**src/rtl/mem_arbiter_pkg.sv**
```systemverilog
// mem_arbiter_pkg: shared FSM states, owner codes, access-size codes and starvation-counter sizing for mem_arbiter
package mem_arbiter_pkg;
    typedef enum logic [1:0] {
        MA_IDLE    = 2'b00,
        MA_BUSY_IF = 2'b01,
        MA_BUSY_D  = 2'b10,
        MA_RESP    = 2'b11
    } ma_state_t;
    localparam logic [1:0] OWN_NONE = 2'b00;
    localparam logic [1:0] OWN_IF   = 2'b01;
    localparam logic [1:0] OWN_D    = 2'b10;
    localparam logic [1:0] SIZE_B   = 2'b00;
    localparam logic [1:0] SIZE_H   = 2'b01;
    localparam logic [1:0] SIZE_W   = 2'b10;
    function automatic int starve_w(input int max_burst);
        return (max_burst > 0) ? $clog2(max_burst + 1) : 1;
    endfunction
endpackage

```
**src/rtl/mem_arb_prio_sel.sv**
```systemverilog
// mem_arb_prio_sel: combinational grant decision between fetch and data requesters
// Ports: i_if_req, i_d_req (pending requests), i_starve_cnt (data grants since fetch last won),
//        o_grant_if, o_grant_d (one-hot or none)
module mem_arb_prio_sel
    import mem_arbiter_pkg::*;
#(
    parameter int MAX_DATA_BURST = 4,
    parameter int SW             = starve_w(MAX_DATA_BURST)
) (
    input  logic          i_if_req,
    input  logic          i_d_req,
    input  logic [SW-1:0] i_starve_cnt,
    output logic          o_grant_if,
    output logic          o_grant_d
);
    localparam logic [SW-1:0] MAX_C = SW'(MAX_DATA_BURST);
    // Data wins unless fetch is waiting and has already been passed over MAX_DATA_BURST times
    assign o_grant_d  = i_d_req & ((MAX_DATA_BURST == 0) | !i_if_req | (i_starve_cnt < MAX_C));
    assign o_grant_if = i_if_req & !o_grant_d;
endmodule

```
**src/rtl/mem_arbiter.sv**
```systemverilog
// mem_arbiter: shares one single-ported memory between fetch and load/store ports
// Ports: clk, rst (async, active-low); if_* fetch port; d_* data port; m_* memory port;
//        stall (pending unacked request), owner (00 none, 01 fetch, 10 data), perf_* counters.
// Optional: define MEM_ARB_PERF_EN to build the performance counters; otherwise they read 0.
module mem_arbiter
    import mem_arbiter_pkg::*;
#(
    parameter int ADDR_W         = 32,
    parameter int DATA_W         = 32,
    parameter int MAX_DATA_BURST = 4
) (
    input  logic              clk,
    input  logic              rst,
    input  logic              if_req,
    input  logic [ADDR_W-1:0] if_addr,
    output logic [DATA_W-1:0] if_rdata,
    output logic              if_ack,
    input  logic              d_req,
    input  logic              d_we,
    input  logic [1:0]        d_size,
    input  logic [ADDR_W-1:0] d_addr,
    input  logic [DATA_W-1:0] d_wdata,
    output logic [DATA_W-1:0] d_rdata,
    output logic              d_ack,
    output logic              m_req,
    output logic              m_we,
    output logic [1:0]        m_size,
    output logic [ADDR_W-1:0] m_addr,
    output logic [DATA_W-1:0] m_wdata,
    input  logic [DATA_W-1:0] m_rdata,
    input  logic              m_ack,
    output logic              stall,
    output logic [1:0]        owner,
    output logic [31:0]       perf_if_cnt,
    output logic [31:0]       perf_d_cnt,
    output logic [31:0]       perf_stall_cnt
);
    localparam int            SW    = starve_w(MAX_DATA_BURST);
    localparam logic [SW-1:0] MAX_C = SW'(MAX_DATA_BURST);

    ma_state_t     r_state;
    logic [SW-1:0] r_starve;
    logic          w_grant_if;
    logic          w_grant_d;

    mem_arb_prio_sel #(
        .MAX_DATA_BURST(MAX_DATA_BURST),
        .SW            (SW)
    ) u_prio_sel (
        .i_if_req    (if_req),
        .i_d_req     (d_req),
        .i_starve_cnt(r_starve),
        .o_grant_if  (w_grant_if),
        .o_grant_d   (w_grant_d)
    );

    assign stall = (if_req & !if_ack) | (d_req & !d_ack);

    always_ff @(posedge clk or negedge rst) begin
        if (!rst) begin
            r_state  <= MA_IDLE;
            r_starve <= '0;
            owner    <= OWN_NONE;
            m_req    <= 1'b0;
            m_we     <= 1'b0;
            m_size   <= '0;
            m_addr   <= '0;
            m_wdata  <= '0;
            if_rdata <= '0;
            d_rdata  <= '0;
            if_ack   <= 1'b0;
            d_ack    <= 1'b0;
        end else begin
            if_ack <= 1'b0;
            d_ack  <= 1'b0;
            case (r_state)
                MA_IDLE: begin
                    if (w_grant_d) begin
                        r_state  <= MA_BUSY_D;
                        owner    <= OWN_D;
                        m_req    <= 1'b1;
                        m_we     <= d_we;
                        m_size   <= d_size;
                        m_addr   <= d_addr;
                        m_wdata  <= d_wdata;
                        // Starvation only accrues while fetch is actually waiting; saturates at the limit
                        r_starve <= !if_req ? '0 : (r_starve == MAX_C) ? r_starve : r_starve + SW'(1);
                    end else if (w_grant_if) begin
                        r_state  <= MA_BUSY_IF;
                        owner    <= OWN_IF;
                        m_req    <= 1'b1;
                        m_we     <= 1'b0;
                        m_size   <= SIZE_W;
                        m_addr   <= if_addr;
                        r_starve <= '0;
                    end
                end
                MA_BUSY_IF, MA_BUSY_D: begin
                    if (m_ack) begin
                        m_req   <= 1'b0;
                        r_state <= MA_RESP;
                        if (r_state == MA_BUSY_IF) begin
                            if_rdata <= m_rdata;
                            if_ack   <= 1'b1;
                        end else begin
                            d_rdata <= m_rdata;
                            d_ack   <= 1'b1;
                        end
                    end
                end
                MA_RESP: begin
                    r_state <= MA_IDLE;
                    owner   <= OWN_NONE;
                end
                default: r_state <= MA_IDLE;
            endcase
        end
    end

`ifdef MEM_ARB_PERF_EN
    always_ff @(posedge clk or negedge rst) begin
        if (!rst) begin
            perf_if_cnt    <= '0;
            perf_d_cnt     <= '0;
            perf_stall_cnt <= '0;
        end else begin
            if (r_state == MA_RESP && owner == OWN_IF) perf_if_cnt <= perf_if_cnt + 32'd1;
            if (r_state == MA_RESP && owner == OWN_D) perf_d_cnt <= perf_d_cnt + 32'd1;
            if (stall) perf_stall_cnt <= perf_stall_cnt + 32'd1;
        end
    end
`else
    assign perf_if_cnt    = '0;
    assign perf_d_cnt     = '0;
    assign perf_stall_cnt = '0;
`endif
endmodule

```
**config.mk**
```make
export PLATFORM = sky130hd
export DESIGN_NAME = mem_arbiter
export DESIGN_NICKNAME = d
export VERILOG_FILES = /design/src/rtl/mem_arbiter_pkg.sv /design/src/rtl/mem_arb_prio_sel.sv /design/src/rtl/mem_arbiter.sv
export SDC_FILE = /design/constraint.sdc
export NUM_CORES = 1
export LEC_CHECK = 0
export ABC_AREA = 1
export CAP_MARGIN = 20
export CORE_AREA = 2 2 142 144
export DETAILED_ROUTE_END_ITERATION = 10
export DIE_AREA = 0 0 144 146
export HOLD_SLACK_MARGIN = 0.05
export PLACE_DENSITY = 0.74
export SLEW_MARGIN = 30
export SYNTH_ARGS = -nofsm -noshare
export SYNTH_HDL_FRONTEND = slang
export SYNTH_SLANG_ARGS = --single-unit
```
**constraint.sdc**
```tcl
create_clock -name clk -period 1.9 [get_ports clk]
set_input_delay 0.38 -clock clk [delete_from_list [all_inputs] [get_ports clk]]
set_output_delay 0.38 -clock clk [all_outputs]
set_load 0.1 [all_outputs]
```
==> results of run 1 <==
-- final timing paths --
kind | from | end | slack [ns] | cells after the start
max | if_req | stall | 0.09 | 4
min | rst | d_rdata[27] | 0.44 | 2
max reg2reg | r_state[0] | d_rdata[7] | 0.33 | 8
min reg2reg | m_wdata[4] | m_wdata[4] | 0.47 | 2
max in group asynchronous | rst | if_rdata[13] | 0.90 | 3
min in group clk | m_wdata[4] | m_wdata[4] | 0.47 | 2
-- layer usage --
metal,global-route usage [%],routed length (um),vias to the layer above
met5,0,14,-
met4,3.97,100,2
met3,6.55,1680,7
met2,27.6,8510,216
met1,19.1,7050,2489
li1,-,-,2749
-- state kept, by name, indices dropped and copies added (netlist names), 2 cells and up --
name / flops
m_size: 2
r_starve: 3
m_wdata: 32
d_rdata: 32
m_addr: 32
r_state: 2
owner: 2
if_rdata: 32
-- cells in the mapped netlist, drive strengths merged --
cell / instances / share of area, %
nor2: 6 / 0.59
o21ai: 69 / 5.2
o22ai: 1 / 0.095
clkbuf: 9 / 0.51
conb: 1 / 0.057
buf: 120 / 14
dfrtp: 141 / 53
or2: 2 / 0.19
inv: 46 / 2.6
nand2: 380 / 22
ha: 6 / 1.1
nand3: 9 / 0.76
-- worst register-to-register path, delay by kind of cell (launching register included) --
kind	cells	cell delay, ns
flops	1	0.40
compound gates	1	0.07
buf+inv	3	0.34
fa+ha+maj	1	0.29
simple gates	3	0.34
-- final cells by class --
type	instances	area, um^2
clock inverters	14	183
flip-flops and latches	141	3530
multi-input cells	569	2340
well taps	265	332
fillers	1826	9400
inverters	46	175
repair buffers	288	2940
clock buffers	18	439
-- cells by family (layout without fill, tap and decap cells) --
group / Yosys count / count (layout) / share of synthesized area, %
buffers and inverters: 175 / 366 / 16.9
other: 1 / 96 / 0.0567
AND/OR/NAND/NOR: 397 / 397 / 23.2
adder cells (fa/ha/maj): 6 / 6 / 1.14
flip-flops: 141 / 141 / 53.4
AO/OA/AOI/OAI: 70 / 70 / 5.32
-- timing repair --
item | CTS | global route
setup endpoints to repair | 0 | 1
hold buffers | 1 | 0
hold endpoints to repair | 33 | 0
resized for setup | 0 | 1
buffers inserted | 0 | 0
-- per-stage QoR --
stage | std cells | utilization, % | area [um^2] | hold WS (ns)
after floorplan | 885 | - | 6980 | 0.0844
after global routing | 1341 | 51.4 | 9940 | 0.454
after CTS | 1341 | 51.4 | 9940 | 0.436
after global placement | 1308 | 48.1 | 9310 | 0.316
after detailed placement | 1308 | 48.1 | 9310 | 0.319
final | 1341 | 51.4 | 9940 | 0.439
==> metrics.txt, run 1 <==
crit path cell chain=clkdlybuf4s50_1 -> inv_2 -> o22ai_4 -> buf_12; initial antenna violation count=1; DR WL/cell=12.9 um; layout overhead on the synthesized area=50.3%; crit end category=output port; Max Cap Viol=0; Die Wd=144 um; Setup TNS=0 ns; Post-route DRC=0; RSZ-0062 raised after global routing=false; Initial DRC Count=between 150 and 200; IO buf count=272; Diodes inserted=0; Slew Viols, Final=0; # setup viols final=0; Top delay family on crit path=buffers and inverters; overall global routing resource usage=16.2%; Final Wtd Congestion=a little under 0.8; syn_area_per_cell=8.37 um^2; Seq/Total Area, Yosys=53.4%; Cells after Synth=790; Vias/cell=4.07; CORE AREA=19,300 um^2; row count=51; period utilization=95.0%; layout cell share with drive strength beyond 1=between 10% and 20%; number of CTS-inserted buffers=17; Unique masters post-synth=20; final WL=approximately 17 mm; crit path launch type=primary input; Max Freq=about 550 MHz; CTS tree=yes; HP Class=primary input to asynchronous set/reset pin; routed via count=between 5k and 6k; CP Buf/Inv Count=3; pre-CTS WS=0.0212 ns; Clock Tree Buf Depth=2; # IOs=369; Critical Setup Path Class=primary input to output port; pin count of the biggest net entering global routing=66; outcome=complete, no violations; first-pass GRT wire length=between 20 and 30 mm; Final nets=1,205; clock net sink count=141; Final Skew=0.00927 ns; most frequent cells in the layout=nand2_1, dfrtp_1, clkdlybuf4s50_1; most common cell after layout, fill and taps aside=nand2_1; die footprint=21,000 um^2; Critical Path Fanout Max=4; slowest CP cell=clkdlybuf4s50_1; Crit path largest cell delay=0.56 ns; Detail Placement HPWL=around 13 mm; clk slew on worst S/H paths=roughly 0.06 ns; Ys Warns=0; total congestion overflow=0; Initial Utilization=34.2%; worst setup margin=0.0947 ns; Tmin final=roughly 1.8 ns; Clk Latency, worst-skew pair=0.40 ns; drt first pass iters=4; count of state elements after synthesis=141; Cell Area, Synth=6610 um^2; post-route ant nets=0; vias in the first global route=5,355; final hold vios=0; Crit path required time=between 1.5 and 2 ns; die height=146 um; # H-tree levels=4; Worst EP arrival=1.43 ns; Clock Root Buffer=clkbuf_16
Power of run 1 is not shown: default switching activity piles up to over one toggle a cycle in this logic, so the estimate is an artifact.
==> inputs of run 2 (changes only) <==
- ABC_AREA: 1 -> 0
- PLACE_DENSITY: 0.74 -> 0.75
- SYNTH_HIERARCHICAL: unset -> 1
==> run 2 against run 1 <==
First-iteration DRC count is 32% lower; count of clock-buffer cells in the layout is 1 lower; cell area is 1.9% higher; non-clock buffer count is 9 higher; sequential share of layout area is 0.65 points lower; critical endpoint unchanged; largest cell class unchanged.
==> metrics.txt, run 2 <==
# IOs=369; row count=51; number of CTS-inserted buffers=17; Clock Root Buffer=clkbuf_16; routed via count=4,545; post-route ant nets=0; most common cell after layout, fill and taps aside=dfrtp_1; layout cell share with drive strength beyond 1=36.6%; Tmin final=around 1.8 ns; pin count of the biggest net entering global routing=67; Clk Latency, worst-skew pair=between 0.4 and 0.5 ns; Detail Placement HPWL=12.0 mm; Die Wd=144 um; busiest grt layer=met2; fraction of registers with async set/reset=between 90% and 100%; outcome=complete, no violations; crit path cell chain=clkdlybuf4s50_1 -> inv_1 -> o22ai_4 -> buf_12; Crit path largest cell delay=between 0.5 and 0.6 ns; Primary FF master, synth=dfrtp_1; Post-synth top cells=dfrtp_1, buf_4, mux2_2, nand2_1, o21ai_0; first-pass GRT wire length=24.6 mm; fill cell count=1,687; Diodes inserted=0; total congestion overflow=0; die footprint=21,000 um^2; HP Class=primary input to asynchronous set/reset pin; DR WL/cell=14.5 um; Post-route DRC=0; drt first pass iters=4; vias in the first global route=4,683; # H-tree levels=4; post-CTS setup buffers=0; count of state elements after synthesis=around 140; cell taking the most area after synthesis=dfrtp_1; CORE AREA=19,300 um^2; final hold vios=0; Post-synth EDFFs=0; most frequent cells in the layout=dfrtp_1, clkdlybuf4s50_1, buf_4; Slew Viols, Final=0; clk slew on worst S/H paths=roughly 0.07 ns; top post-synthesis cells by area=dfrtp_1, mux2_2, buf_4; crit end category=output port; Unique masters post-synth=30; Ys Warns=6; Initial DRC Count=around 110; layout overhead on the synthesized area=51.5%; RSZ-0062 raised after global routing=false; GRT met1 Usage=approximately 17%; Crit path required time=1.52 ns; Initial Utilization=34.6%; GR Util met2=roughly a quarter; Final Wtd Congestion=0.757; IO buf count=272; Synth top area share=52.8%; Critical Setup Path Class=primary input to output port; die height=146 um; Cells after Synth=~510; slowest CP cell=clkdlybuf4s50_1; Max Freq=542 MHz; Final Skew=0.00780 ns; period utilization=97.2%; Clock Tree Buf Depth=2; overall global routing resource usage=15.0%; crit path launch type=primary input; Cell Area, Synth=6680 um^2; top-count cell post-synth=dfrtp_1; final WL=around 16 mm; Final nets=947; Max Cap Viol=0; Vias/cell=~4.2; clock net sink count=141; initial antenna violation count=0; Seq/Total Area, Yosys=between 50% and 60%; met3 usage=6.19%; # setup viols final=0; pre-CTS WS=-0.0981 ns; Critical Path Fanout Max=4; syn_area_per_cell=13.0 um^2; worst setup margin=0.0535 ns; CTS tree=yes; Worst EP arrival=1.47 ns
## run 2: cell types whose count changed in the layout (fill, tap and decap cells not counted), sizes merged, moves of 3 or more
cell / before / now
a22o: 0 / 3
o21ai: 69 / 36
nand2: 380 / 41
mux2i: 0 / 33
inv: 51 / 19
nand2b: 0 / 4
buf: 153 / 162
nand3: 9 / 0
a21oi: 0 / 6
mux2: 0 / 97
## run 2: what timing repair did
| action | CTS | global route |
|---|---|---|
| hold endpoints to repair | 35 | 0 |
| gates resized for setup | 0 | 0 |
| hold buffers | 1 | 0 |
## run 2: layout make-up
| class | count | area, um^2 | share of cell area [%] |
|---|---|---|---|
| multi-input cells | 338 | 2570 | 25.3 |
| flip-flops and latches | 141 | 3530 | 34.9 |
| well taps | 265 | 332 | 3.28 |
| inverters | 10 | 37.5 | 0.371 |
| clock inverters | 15 | 200 | 1.98 |
| repair buffers | 297 | 3030 | 30.0 |
| clock buffers | 17 | 425 | 4.20 |
## run 2: metal layers
layer | up-vias | share of wire [%]
met5 | - | 0
met4 | 0 | 1.2
met3 | 12 | 10
met2 | 213 | 51
met1 | 2191 | 38
li1 | 2129 | -
## run 2: kinds of logic (layout without fill, tap and decap cells)
family | count (synthesis) | count (layout) | share of synthesized area (%)
buf+inv | 129 | 339 | 14.5
simple gates | 52 | 52 | 3.61
fa+ha+maj | 6 | 6 | 1.12
other cells | 1 | 96 | 0.0561
compound gates | 54 | 54 | 4.92
mux | 130 | 130 | 23.0
flops | 141 | 141 | 52.8
## run 2: worst paths after layout
| path | start | end | slack, ns | depth (start not counted) |
|---|---|---|---|---|
| setup / recovery | if_req | stall | 0.05 | 4 |
| hold reg to reg | m_addr[4] | m_addr[4] | 0.48 | 2 |
| max in group asynchronous | rst | r_starve[2] | 0.85 | 3 |
| hold / removal | rst | if_rdata[2] | 0.47 | 2 |
| setup reg to reg | r_state[0] | d_rdata[8] | 0.19 | 5 |
| min in group clk | m_addr[4] | m_addr[4] | 0.48 | 2 |
## run 2: critical path, delay by kind of cell
family	cells	cell delay (ns)
buffers and inverters	3	0.87
AO/OA/AOI/OAI	1	0.20
## run 2: through the flow
| step | cells | setup TNS (ns) | utilization [%] | cell area, um^2 | hold WS [ns] |
|---|---|---|---|---|---|
| after floorplan | 608 | 0 | - | 7050 | 0.0844 |
| after global placement | 1050 | -1.38 | 49.1 | 9490 | 0.335 |
| after detailed placement | 1050 | -3.16 | 49.1 | 9490 | 0.340 |
| after CTS | 1083 | 0 | 52.4 | 10100 | 0.456 |
| after global routing | 1083 | 0 | 52.4 | 10100 | 0.468 |
| final | 1083 | 0 | 52.4 | 10100 | 0.466 |
Power of run 2 is left out for the same reason.
